<file path="src/rtl/axi_bridge_pkg.sv">
// Shared types for the AXI bridge: B-channel response codes, the write-route
// entry stored per outstanding AW, and a response classification helper.
package axi_bridge_pkg;

    // Route entries are sized for the widest configuration in use; narrower
    // instances zero-extend into them and the constant bits are trimmed.
    localparam int unsigned ROUTE_SEL_W = 8;
    localparam int unsigned ROUTE_ID_W  = 16;

    typedef enum logic [1:0] {
        RESP_OKAY   = 2'b00,
        RESP_EXOKAY = 2'b01,
        RESP_SLVERR = 2'b10,
        RESP_DECERR = 2'b11
    } resp_t;

    typedef struct packed {
        logic [ROUTE_SEL_W-1:0] sel;
        logic [ROUTE_ID_W-1:0]  id;
    } route_t;

    // SLVERR and DECERR both have bit 1 set.
    function automatic logic is_err_resp(input logic [1:0] resp);
        return resp[1];
    endfunction

endpackage

</file>
<file path="src/rtl/wresp_route_fifo.sv">
// In-order synchronous FIFO holding one route entry per accepted AW.
// Ports: clk, rst (sync active-high), push/push_data, pop,
//        full/empty (registered), head (entry at the read pointer).
// A push while full is dropped unless a pop happens in the same cycle.
module wresp_route_fifo #(
    parameter int unsigned WIDTH = 24,
    parameter int unsigned DEPTH = 4
) (
    input  logic             clk,
    input  logic             rst,
    input  logic             push,
    input  logic [WIDTH-1:0] push_data,
    input  logic             pop,
    output logic             full,
    output logic             empty,
    output logic [WIDTH-1:0] head
);

    localparam int unsigned PTR_W = $clog2(DEPTH);
    localparam int unsigned CNT_W = $clog2(DEPTH + 1);

    logic [WIDTH-1:0] mem_q [DEPTH];
    logic [WIDTH-1:0] mem_d [DEPTH];
    logic [PTR_W-1:0] wr_ptr_q, wr_ptr_d;
    logic [PTR_W-1:0] rd_ptr_q, rd_ptr_d;
    logic [CNT_W-1:0] count_q, count_d;
    logic             full_q, full_d;
    logic             empty_q, empty_d;
    logic             do_push, do_pop;

    // Next-state: pointers wrap naturally because DEPTH is a power of two.
    always_comb begin
        do_pop   = pop && !empty_q;
        do_push  = push && (!full_q || do_pop);
        mem_d    = mem_q;
        wr_ptr_d = wr_ptr_q;
        rd_ptr_d = rd_ptr_q;
        if (do_push) begin
            mem_d[wr_ptr_q] = push_data;
            wr_ptr_d        = wr_ptr_q + PTR_W'(1);
        end
        if (do_pop) begin
            rd_ptr_d = rd_ptr_q + PTR_W'(1);
        end
        count_d = count_q + CNT_W'(do_push) - CNT_W'(do_pop);
        full_d  = (count_d == CNT_W'(DEPTH));
        empty_d = (count_d == '0);
    end

    always_ff @(posedge clk) begin
        if (rst) begin
            for (int i = 0; i < int'(DEPTH); i++) begin
                mem_q[i] <= '0;
            end
            wr_ptr_q <= '0;
            rd_ptr_q <= '0;
            count_q  <= '0;
            full_q   <= 1'b0;
            empty_q  <= 1'b1;
        end else begin
            mem_q    <= mem_d;
            wr_ptr_q <= wr_ptr_d;
            rd_ptr_q <= rd_ptr_d;
            count_q  <= count_d;
            full_q   <= full_d;
            empty_q  <= empty_d;
        end
    end

    assign full  = full_q;
    assign empty = empty_q;
    assign head  = mem_q[rd_ptr_q];

endmodule

</file>
<file path="src/rtl/axi_wresp_router.sv">
// Routes B responses from NUM_SLAVES slaves back to master M1 in AW order.
// Ports: ACLK/ARESET (sync active-high); aw_push/aw_sel/aw_id enqueue a
//        route, aw_full back-pressures the AW decoder; w_done counts
//        completed write bursts; BID/BRESP/BVALID/BREADY_M1 is the registered
//        master B port; BID_S/BRESP_S/BVALID_S/BREADY_S are the packed slave
//        B ports (BREADY_S is combinational); stop/stop_clr is the sticky
//        error flag. Select values >= NUM_SLAVES answer DECERR locally.
// Option: define WRESP_ID_CHECK_EN to replace a slave response whose BID
//         disagrees with the recorded AWID by SLVERR on the recorded ID.
module axi_wresp_router
    import axi_bridge_pkg::*;
#(
    parameter int unsigned NUM_SLAVES = 2,
    parameter int unsigned DEPTH      = 4,
    parameter int unsigned ID_W       = 4,
    parameter int unsigned IDS_W      = 8,
    parameter int unsigned SEL_W      = $clog2(NUM_SLAVES + 1)
) (
    input  logic                        ACLK,
    input  logic                        ARESET,
    input  logic                        aw_push,
    input  logic [SEL_W-1:0]            aw_sel,
    input  logic [ID_W-1:0]             aw_id,
    output logic                        aw_full,
    input  logic                        w_done,
    output logic [ID_W-1:0]             BID_M1,
    output logic [1:0]                  BRESP_M1,
    output logic                        BVALID_M1,
    input  logic                        BREADY_M1,
    input  logic [NUM_SLAVES*IDS_W-1:0] BID_S,
    input  logic [NUM_SLAVES*2-1:0]     BRESP_S,
    input  logic [NUM_SLAVES-1:0]       BVALID_S,
    output logic [NUM_SLAVES-1:0]       BREADY_S,
    output logic                        stop,
    input  logic                        stop_clr
);

    localparam int unsigned CNT_W = $clog2(DEPTH + 1);

    route_t                     push_ent, head;
    logic [$bits(route_t)-1:0]  head_raw;
    logic                       fifo_full, fifo_empty;

    logic [IDS_W-1:0]           bid_s_arr   [NUM_SLAVES];
    logic [1:0]                 bresp_s_arr [NUM_SLAVES];

    logic [CNT_W-1:0]           wcnt_q, wcnt_d;
    logic                       obuf_valid_q, obuf_valid_d;
    logic [ID_W-1:0]            bid_q, bid_d;
    logic [1:0]                 bresp_q, bresp_d;
    logic                       stop_q, stop_d;

    logic                       eligible, can_load, head_dflt;
    logic                       real_load, dflt_load, load;
    logic [NUM_SLAVES-1:0]      bready_s_c;
    logic [IDS_W-1:0]           slv_bid;
    logic [1:0]                 slv_resp;
    logic [ID_W-1:0]            load_id;
    logic [1:0]                 load_resp;

    assign push_ent = '{sel: ROUTE_SEL_W'(aw_sel), id: ROUTE_ID_W'(aw_id)};
    assign head     = route_t'(head_raw);

    wresp_route_fifo #(
        .WIDTH ($bits(route_t)),
        .DEPTH (DEPTH)
    ) u_route_fifo (
        .clk       (ACLK),
        .rst       (ARESET),
        .push      (aw_push),
        .push_data (push_ent),
        .pop       (load),
        .full      (fifo_full),
        .empty     (fifo_empty),
        .head      (head_raw)
    );

    // Unpack the slave B buses.
    always_comb begin
        for (int i = 0; i < int'(NUM_SLAVES); i++) begin
            bid_s_arr[i]   = BID_S[i*IDS_W +: IDS_W];
            bresp_s_arr[i] = BRESP_S[i*2 +: 2];
        end
    end

    // Head-of-queue mux, load decision and next-state of wcnt/obuf/stop.
    always_comb begin
        eligible   = !fifo_empty && (wcnt_q != '0);
        can_load   = eligible && (!obuf_valid_q || BREADY_M1);
        head_dflt  = (head.sel >= ROUTE_SEL_W'(NUM_SLAVES));
        bready_s_c = '0;
        real_load  = 1'b0;
        slv_bid    = '0;
        slv_resp   = '0;
        for (int i = 0; i < int'(NUM_SLAVES); i++) begin
            if (can_load && !head_dflt && (head.sel == ROUTE_SEL_W'(i))) begin
                bready_s_c[i] = 1'b1;
                if (BVALID_S[i]) begin
                    real_load = 1'b1;
                    slv_bid   = bid_s_arr[i];
                    slv_resp  = bresp_s_arr[i];
                end
            end
        end
        dflt_load = can_load && head_dflt;
        load      = real_load || dflt_load;

        load_id   = ID_W'(slv_bid);
        load_resp = slv_resp;
`ifdef WRESP_ID_CHECK_EN
        // A slave answering with the wrong ID is reported on the expected ID.
        if (real_load && (ID_W'(slv_bid) != ID_W'(head.id))) begin
            load_id   = ID_W'(head.id);
            load_resp = RESP_SLVERR;
        end
`endif
        if (dflt_load) begin
            load_id   = ID_W'(head.id);
            load_resp = RESP_DECERR;
        end

        // Completed W bursts not yet answered; saturates at DEPTH.
        wcnt_d = wcnt_q;
        if (w_done && !load) begin
            if (wcnt_q != CNT_W'(DEPTH)) begin
                wcnt_d = wcnt_q + CNT_W'(1);
            end
        end else if (!w_done && load) begin
            wcnt_d = wcnt_q - CNT_W'(1);
        end

        // One-entry output buffer; payload returns to zero once drained.
        obuf_valid_d = obuf_valid_q;
        bid_d        = bid_q;
        bresp_d      = bresp_q;
        if (load) begin
            obuf_valid_d = 1'b1;
            bid_d        = load_id;
            bresp_d      = load_resp;
        end else if (obuf_valid_q && BREADY_M1) begin
            obuf_valid_d = 1'b0;
            bid_d        = '0;
            bresp_d      = '0;
        end

        // Set beats clear when both happen together.
        stop_d = stop_q;
        if (stop_clr) begin
            stop_d = 1'b0;
        end
        if (load && is_err_resp(load_resp)) begin
            stop_d = 1'b1;
        end
    end

    always_ff @(posedge ACLK) begin
        if (ARESET) begin
            wcnt_q       <= '0;
            obuf_valid_q <= 1'b0;
            bid_q        <= '0;
            bresp_q      <= '0;
            stop_q       <= 1'b0;
        end else begin
            wcnt_q       <= wcnt_d;
            obuf_valid_q <= obuf_valid_d;
            bid_q        <= bid_d;
            bresp_q      <= bresp_d;
            stop_q       <= stop_d;
        end
    end

    assign aw_full   = fifo_full;
    assign BVALID_M1 = obuf_valid_q;
    assign BID_M1    = bid_q;
    assign BRESP_M1  = bresp_q;
    assign BREADY_S  = bready_s_c;
    assign stop      = stop_q;

endmodule
</file>
<file path="config.mk">
export PLATFORM = sky130hd
export DESIGN_NAME = axi_wresp_router
export DESIGN_NICKNAME = d
export VERILOG_FILES = /design/src/rtl/axi_bridge_pkg.sv /design/src/rtl/wresp_route_fifo.sv /design/src/rtl/axi_wresp_router.sv
export SDC_FILE = /design/constraint.sdc
export NUM_CORES = 1
export LEC_CHECK = 0
export CAP_MARGIN = 20
export CORE_ASPECT_RATIO = 0.75
export CORE_MARGIN = 2
export CORE_UTILIZATION = 48
export DETAILED_ROUTE_END_ITERATION = 16
export HOLD_SLACK_MARGIN = 0.12
export PLACE_DENSITY = 0.71
export SYNTH_ARGS = -nofsm -noshare
export SYNTH_HDL_FRONTEND = slang
export SYNTH_HIERARCHICAL = 1
export SYNTH_SLANG_ARGS = --single-unit
</file>
<file path="constraint.sdc">
create_clock -name ACLK -period 3.7 [get_ports ACLK]
set_input_delay 0.74 -clock ACLK [delete_from_list [all_inputs] [get_ports ACLK]]
set_output_delay 0.74 -clock ACLK [all_outputs]
set_load 0.01 [all_outputs]
</file>
==> flow_summary.toml <==
[status]
status = "complete, no violations"

[routing]
finalWirelength_um = 7190
dr.first_iter.drc_count = 78
post_drt_via_cell_ratio = 5.35
ant_nets = 0
drcViolationCount = 0
detailroute.via_count = 2473
wl_per_cell_um = 15.6
dr.pass1.iters = 4

[clocking]
clk_path_buf_depth = 2
cts.sinks = 68
cts-root-buf = "clkbuf_8"
cts_tree = "built"
clk_pin_slew_ns = 0.07
cts_max_level = 3
worstSkewPairLatency_ns = 0.35
cts_buffers = 9

[timing]
fin_crit_sh = 0.948
final-setup-viol-count = 0
setup_tns_ns = 0
postLayoutSetupSlackWorst_ns = 0.191
max_freq_ghz = 0.285
maxSlewViolCount = 0
tightest_slew_ns = 0.885
rsz0062_at_grt = "no"
period_needed_ns = 3.51
relSlewSlack = 0.409
fin_skew_ns = 0.00702
hold_viol_final = 0

[placement]
dp_hpwl_um = 5040
gp_congestion = 0.773
place_area_mm2 = 0.00388
io_buffers = 36
place_ws_ns = -0.00695

[pwr]
finalPower_mw = 2.62
pwr-share-clk = 0.271
power_frac_seq = 0.364
switching_share = 0.333
combPwrFrac = 0.365
p_leak_nw = 1.76
p_per_area_mw_per_mm2 = 636
switching_power_mw = 0.873
p_int_mw = 1.75
irDropWorstVdd_v = 0.000256

[die]
dieArea_mm2 = 0.00775
row_count = 26
die_h_um = 76.7
dieWidth_um = 101
io_pins = 45
core-area_mm2 = 0.00683
initial_core_util = 0.496

[cells_and_area]
fin_util = 0.604
drive_gt1_frac = 0.180
fin_nets = 415
nFillCells = 549
antenna_cells = 0
syn_to_final_growth_pct = 21.8
final_area_mm2 = 0.00412

[setup_path]
cp_max_fo = 7
crit_type = "flip-flop to flip-flop"
crit_path_end_kind = "flip-flop"
worstPathArrival_ns = 3.75
required_ns = 3.94
crit_path_start_kind = "flip-flop"

[yosys]
avgSynthCellArea_um2 = 10.3
yosysWarnings = 6
netlist_instances = 330
netlist_area_mm2 = 0.00339

[global_route]
antenna_found_initial = 0
gr-total-overflow = 0
grt_pass1_wl_um = 12000
grt_pass1_vias = 2470
grt_start_max_net_pins = 28
track_usage = 0.200

[hold_path]
min_path_type = "flip-flop to flip-flop"

[run]
cap_violations = 0
## metal layers
layer  up-vias  wire length [µm]  global-route usage
met1      1176              3430               0.262
met2        62              3240               0.318
met4         0                80              0.0473
met3         9               439              0.0729
li1       1226                 -                   -
met5         -                 0                   0
## per-stage QoR
stage / hold WS [ns] / std cells
2_1_floorplan: 0.432 / 335
3_3_place_gp: 0.439 / 446
3_5_place_dp: 0.451 / 446
4_1_cts: 0.462 / 462
5_1_grt: 0.477 / 462
6_report: 0.461 / 462
## timing repair
| action | 4_1_cts | 5_1_grt |
|---|---|---|
| hold buffers | 0 | 0 |
| gates resized for setup | 0 | 5 |
| setup buffers | 0 | 0 |
| endpoints found under the setup margin | 0 | 4 |
| hold endpoints to repair | 0 | 0 |
## worst max-delay path, stage by stage (launching register included)
cell      delay (ns)
dfxtp_1         0.34
buf_4           0.14
mux4_2          0.53
nor4_4          0.35
nand2_2         0.12
o21ai_4         0.17
inv_2           0.09
nand2b_2        0.15
inv_2           0.13
ha_1            0.30
inv_1           0.06
ha_1            0.13
inv_1           0.04
fa_1            0.38
xnor3_1         0.23
nor2_2          0.05
and3_1          0.18
## final cells by class
cell class,count,area (µm²),area share
repair buffers,55,531,0.129
clock buffers,11,151,0.0367
multi-input cells,228,1850,0.449
inverters,11,41.3,0.0100
flip-flops and latches,68,1360,0.330
clock inverters,5,82.6,0.0200
well taps,84,105,0.0255
## registers in the layout (all words and copies together), names as in the netlist
register / cells
BID_M1: 4
BRESP_M1: 2
BVALID_M1: 1
stop: 1
u_route_fifo/count_q: 3
u_route_fifo/empty: 1
u_route_fifo/full: 1
u_route_fifo/mem_q: 48
u_route_fifo/rd_ptr_q: 2
u_route_fifo/wr_ptr_q: 2
wcnt_q: 3
## power by group through the flow
stage / logic, mW / registers, mW / clock network, mW
final: 0.957 / 0.956 / 0.711
after CTS: 0.949 / 0.957 / 0.721
after floorplan: 0.662 / 0.955 / 0
after global routing: 1.05 / 0.973 / 0.747
after global placement: 0.918 / 0.964 / 0
after detailed placement: 0.942 / 0.972 / 0
## layout by cell type (no fill, tap or decap), types with 3 or more instances in the layout
cell and n:
a21oi_1 11, a22oi_1 4, buf_4 17, clkbuf_8 11, clkdlybuf4s50_1 35, conb_1 6, dfxtp_1 68, ha_1 6
inv_1 8, inv_2 3, mux2i_1 50, mux4_2 12, nand2_1 63, nor2_1 16, nor2b_1 3, o21ai_0 3
o2bb2ai_1 4
## final timing paths
kind,startpoint,endpoint,slack [ns],depth (start not counted)
hold / removal,u_route_fifo/mem_q[67],u_route_fifo/mem_q[67],0.46,2
hold reg to reg,u_route_fifo/mem_q[67],u_route_fifo/mem_q[67],0.46,2
setup / recovery,u_route_fifo/rd_ptr_q[1],u_route_fifo/full,0.19,16
setup reg to reg,u_route_fifo/rd_ptr_q[1],u_route_fifo/full,0.19,16
No activity file was read; power rests on OpenSTA's default activity.
==> RTL change 1 (same flow settings) <==
Add a define of `WRESP_ID_CHECK_EN`.
--- a/src/rtl/axi_wresp_router.sv
+++ b/src/rtl/axi_wresp_router.sv
@@ -7,6 +7,8 @@
 //        error flag. Select values >= NUM_SLAVES answer DECERR locally.
 // Option: define WRESP_ID_CHECK_EN to replace a slave response whose BID
 //         disagrees with the recorded AWID by SLVERR on the recorded ID.
+`define WRESP_ID_CHECK_EN
+
 module axi_wresp_router
     import axi_bridge_pkg::*;
 #(
Check against the original RTL: not equivalent (Yosys sat finds a counterexample within 4 cycles, from zero or initial values and one cycle with ARESET high).
==> RTL change 1 against the unedited design <==
Routed wire length is 14% higher; sequential cell count stayed put; synthesized cell count increased by 10%; combinational power up 23%; final area grew 5.4%; synthesized area up 4.7%; power up 7.9%; global-route usage increased by 1.8 points; setup slack worse by 31 ps; largest cell class unchanged; highest routed layer unchanged; die area rose by 4.5%; critical path type is now flip-flop to primary output.
==> RTL change 1: results (changes against the unedited design) <==
wire length on met2 -> 3670 um (+13%)
GP Congestion -> 0.890 (+15%)
Placement Cell Area -> 0.00405 mm^2 (+4.3%)
CP Data Arrival Time -> 2800 ps (-950 ps)
Total Wirelength -> 8230 um (+14%)
Hold Crit Start -> u_route_fifo/mem_q[42]
metal3 WL -> 512 um (+17%)
post-route non-filler standard cell count -> 516 (+12%)
Slew HR -> 0.324 (-0.0854)
fin area -> 0.00435 mm^2 (+5.4%)
M1 wire length -> 4000 um (+17%)
GRT Total Usage -> 0.218 (+0.0177)
first-pass GRT wire length -> 13500 um (+13%)
status -> completed
Setup WS pre-CTS -> 75.2 ps (+82.2 ps)
Max VDD drop -> 0.326 mV (+27%)
CP max-delay cell -> clkdlybuf4s50_1
via/cell ratio -> 5.31 (-0.76%)
cell total after placement -> 494 (+11%)
# fillers -> 638 (+16%)
largest net degree at the start of global routing -> 27 (-3.6%)
vias in the first global route -> 2695 (+9.1%)
leakage power -> 1.81 nW (+3.2%)
Post-DP HPWL -> 5640 um (+12%)
Syn Area/Cell -> 9.77 um^2 (-4.8%)
YS warnings -> 6 (unchanged)
Pint -> 1.82 mW (+4.1%)
critical path's largest stage delay -> 560 ps (+30 ps)
family with the most delay on the worst path -> buffers and inverters
maximum fanout along the worst path -> 10 (+3)
[RTL change 1: layer usage]
layer / global-route usage / up-vias
met5: 0 / -
met4: 0.0447 / 0
met3: 0.0650 / 8
met2: 0.329 / 76
met1: 0.310 / 1298
li1: - / 1359
[RTL change 1: power groups by stage]
stage	logic (mW)	clock network [mW]	registers (mW)
after detailed placement	1.11	0	0.995
after CTS	1.12	0.683	0.980
after global routing	1.29	0.726	0.998
final	1.18	0.671	0.981
after global placement	1.09	0	0.989
after floorplan	0.787	0	0.984
[RTL change 1: worst reg2reg max path: stages (launching register included)]
cell	delay [ps]
dfxtp_1	360
buf_12	140
buf_4	120
mux4_2	500
nor3_2	240
nand2_2	140
o31ai_4	210
inv_1	100
nand2b_2	110
a21boi_2	90
inv_1	80
ha_1	220
inv_1	50
ha_1	130
inv_1	50
fa_1	380
xnor3_1	230
nor2_2	50
and3_1	170
[RTL change 1: timing repair]
item,in CTS,in global routing
endpoints found under the setup margin,0,4
setup buffers,0,6
resized for setup,0,7
[RTL change 1: final timing paths]
kind                            endpoint  slack, ps  cells after the start
hold reg to reg   u_route_fifo/mem_q[42]        460                      2
setup / recovery             BREADY_S[0]        160                      8
setup reg to reg       u_route_fifo/full        240                     18
hold / removal    u_route_fifo/mem_q[42]        460                      2
[RTL change 1: cell type report]
class | count | area [um^2] | share of cell area
clock buffers | 10 | 128 | 0.0294
clock inverters | 6 | 88.8 | 0.0204
inverters | 11 | 41.3 | 0.00950
multi-input cells | 259 | 2040 | 0.469
flip-flops and latches | 68 | 1360 | 0.313
well taps | 101 | 126 | 0.0291
repair buffers | 61 | 561 | 0.129
==> RTL change 2 (same settings) <==
Without the edit above. Reset style: asynchronous (`ARESET` and `rst`), changed in 2 clocked blocks.
--- a/src/rtl/wresp_route_fifo.sv
+++ b/src/rtl/wresp_route_fifo.sv
@@ -47,7 +47,7 @@
         empty_d = (count_d == '0);
     end
 
-    always_ff @(posedge clk) begin
+    always_ff @(posedge clk or posedge rst) begin
         if (rst) begin
             for (int i = 0; i < int'(DEPTH); i++) begin
                 mem_q[i] <= '0;
--- a/src/rtl/axi_wresp_router.sv
+++ b/src/rtl/axi_wresp_router.sv
@@ -153,7 +153,7 @@
         end
     end
 
-    always_ff @(posedge ACLK) begin
+    always_ff @(posedge ACLK or posedge ARESET) begin
         if (ARESET) begin
             wcnt_q       <= '0;
             obuf_valid_q <= 1'b0;
Function: differs if ARESET is asserted again (counterexample within 4 cycles, from zero or initial values and one cycle with ARESET high); with ARESET held inactive, the same outputs for 4 cycles.
==> RTL change 2 against the unedited design <==
Sequential cell count did not move; largest power group unchanged; power up 48%; final area grew 1.4%; first-iteration DRC count increased by 12%; routed wire length fell by 6.8%; die area grew 0.52%; setup slack got worse by 70 ps; synthesized area rose by 0.55%; critical endpoint is now u_route_fifo/full; fmax shrank 2.0%.
==> RTL change 2: results (changes against the unedited design) <==
Post-DP HPWL -> 4670 um (-7.4%)
CTS buffer count -> 9 (unchanged)
drt initial violations -> 87 (+12%)
Total Wirelength -> 6700 um (-6.8%)
worst reg-to-reg setup slack -> 120 ps (-70 ps)
Syn Area/Cell -> 13.8 um^2 (+34%)
status -> completed
Hold Path Stages -> 1 (-1)
CP Data Arrival Time -> 3860 ps (+110 ps)
cell total after placement -> 383 (-14%)
Worst Hold End -> BRESP_M1[1]
worst-margin pin slew -> 612 ps (-272 ps)
vias -> 2093 (-15%)
WL per Instance -> 16.6 um (+6.8%)
YS warnings -> 6 (unchanged)
family with the most delay on the worst path -> simple AND/OR/NAND/NOR gates
first-pass GRT wire length -> 11200 um (-7.2%)
Placement Cell Area -> 0.00390 mm^2 (+0.61%)
Max VDD drop -> 0.490 mV (+91%)
maximum fanout along the worst path -> 6 (-1)
Reg-to-Reg Start -> u_route_fifo/rd_ptr_q[0]
layout cell share with drive strength beyond 1 -> 0.342 (+0.162)
# fillers -> 539 (-1.8%)
largest net degree at the start of global routing -> 49 (+75%)
GP Congestion -> 0.755 (-2.3%)
leakage power -> 1.76 nW (+0.27%)
vias in the first global route -> 2193 (-11%)
NumNets Final -> 356 (-14%)
IO Port Bufs -> 36 (unchanged)
Clock Path Buffers -> 2 (unchanged)
critical path's largest stage delay -> 560 ps (+30 ps)
GRT Total Usage -> 0.189 (-0.0113)
Worst Reg2Reg Path Length in Cells -> 17 (+1)
RR Endpoint -> u_route_fifo/full
Hold Worst Slack -> 496 ps (+35.8 ps)
==> RTL change 2: repair_timing <==
item                       CTS  global route
setup endpoints to repair    0             2
gates resized for setup      0             6
setup buffers                0             4
==> RTL change 2: per-layer routing <==
| layer | GRT usage | up-vias | share of wire |
|---|---|---|---|
| met5 | 0 | - | 0 |
| met4 | 0.0527 | 0 | 0.012 |
| met3 | 0.0611 | 7 | 0.046 |
| met2 | 0.283 | 31 | 0.46 |
| met1 | 0.265 | 1063 | 0.48 |
| li1 | - | 992 | - |
==> RTL change 2: power breakdown <==
group | internal (mW) | leakage [nW] | switching, mW
Sequential | 1.13 | 0.802 | 0.250
Combinational | 1.04 | 0.857 | 0.793
Clock | 0.379 | 0.102 | 0.296
Total | 2.55 | 1.76 | 1.34
==> RTL change 2: worst max-delay path by stage <==
stage | startpoint | end | slack [ps] | cells after the start
2_1_floorplan | u_route_fifo/rd_ptr_q[0] | u_route_fifo/full | 5 | 19
3_3_place_gp | BREADY_M1 | u_route_fifo/full | 70 | 16
3_5_place_dp | BREADY_M1 | u_route_fifo/full | 6 | 16
4_1_cts | u_route_fifo/rd_ptr_q[0] | u_route_fifo/full | 100 | 17
5_1_grt | u_route_fifo/rd_ptr_q[0] | u_route_fifo/full | -90 | 17
6_report | u_route_fifo/rd_ptr_q[0] | u_route_fifo/full | 120 | 17
==> RTL change 2: layout make-up <==
cell class | count | area, um^2 | share of cell area
timing repair buffer | 54 | 499 | 0.119
multi-input combinational | 167 | 1600 | 0.383
tap | 84 | 105 | 0.0251
inverter | 14 | 52.6 | 0.0126
clock inverter | 6 | 88.8 | 0.0213
sequential | 68 | 1700 | 0.408
clock buffer | 10 | 128 | 0.0305
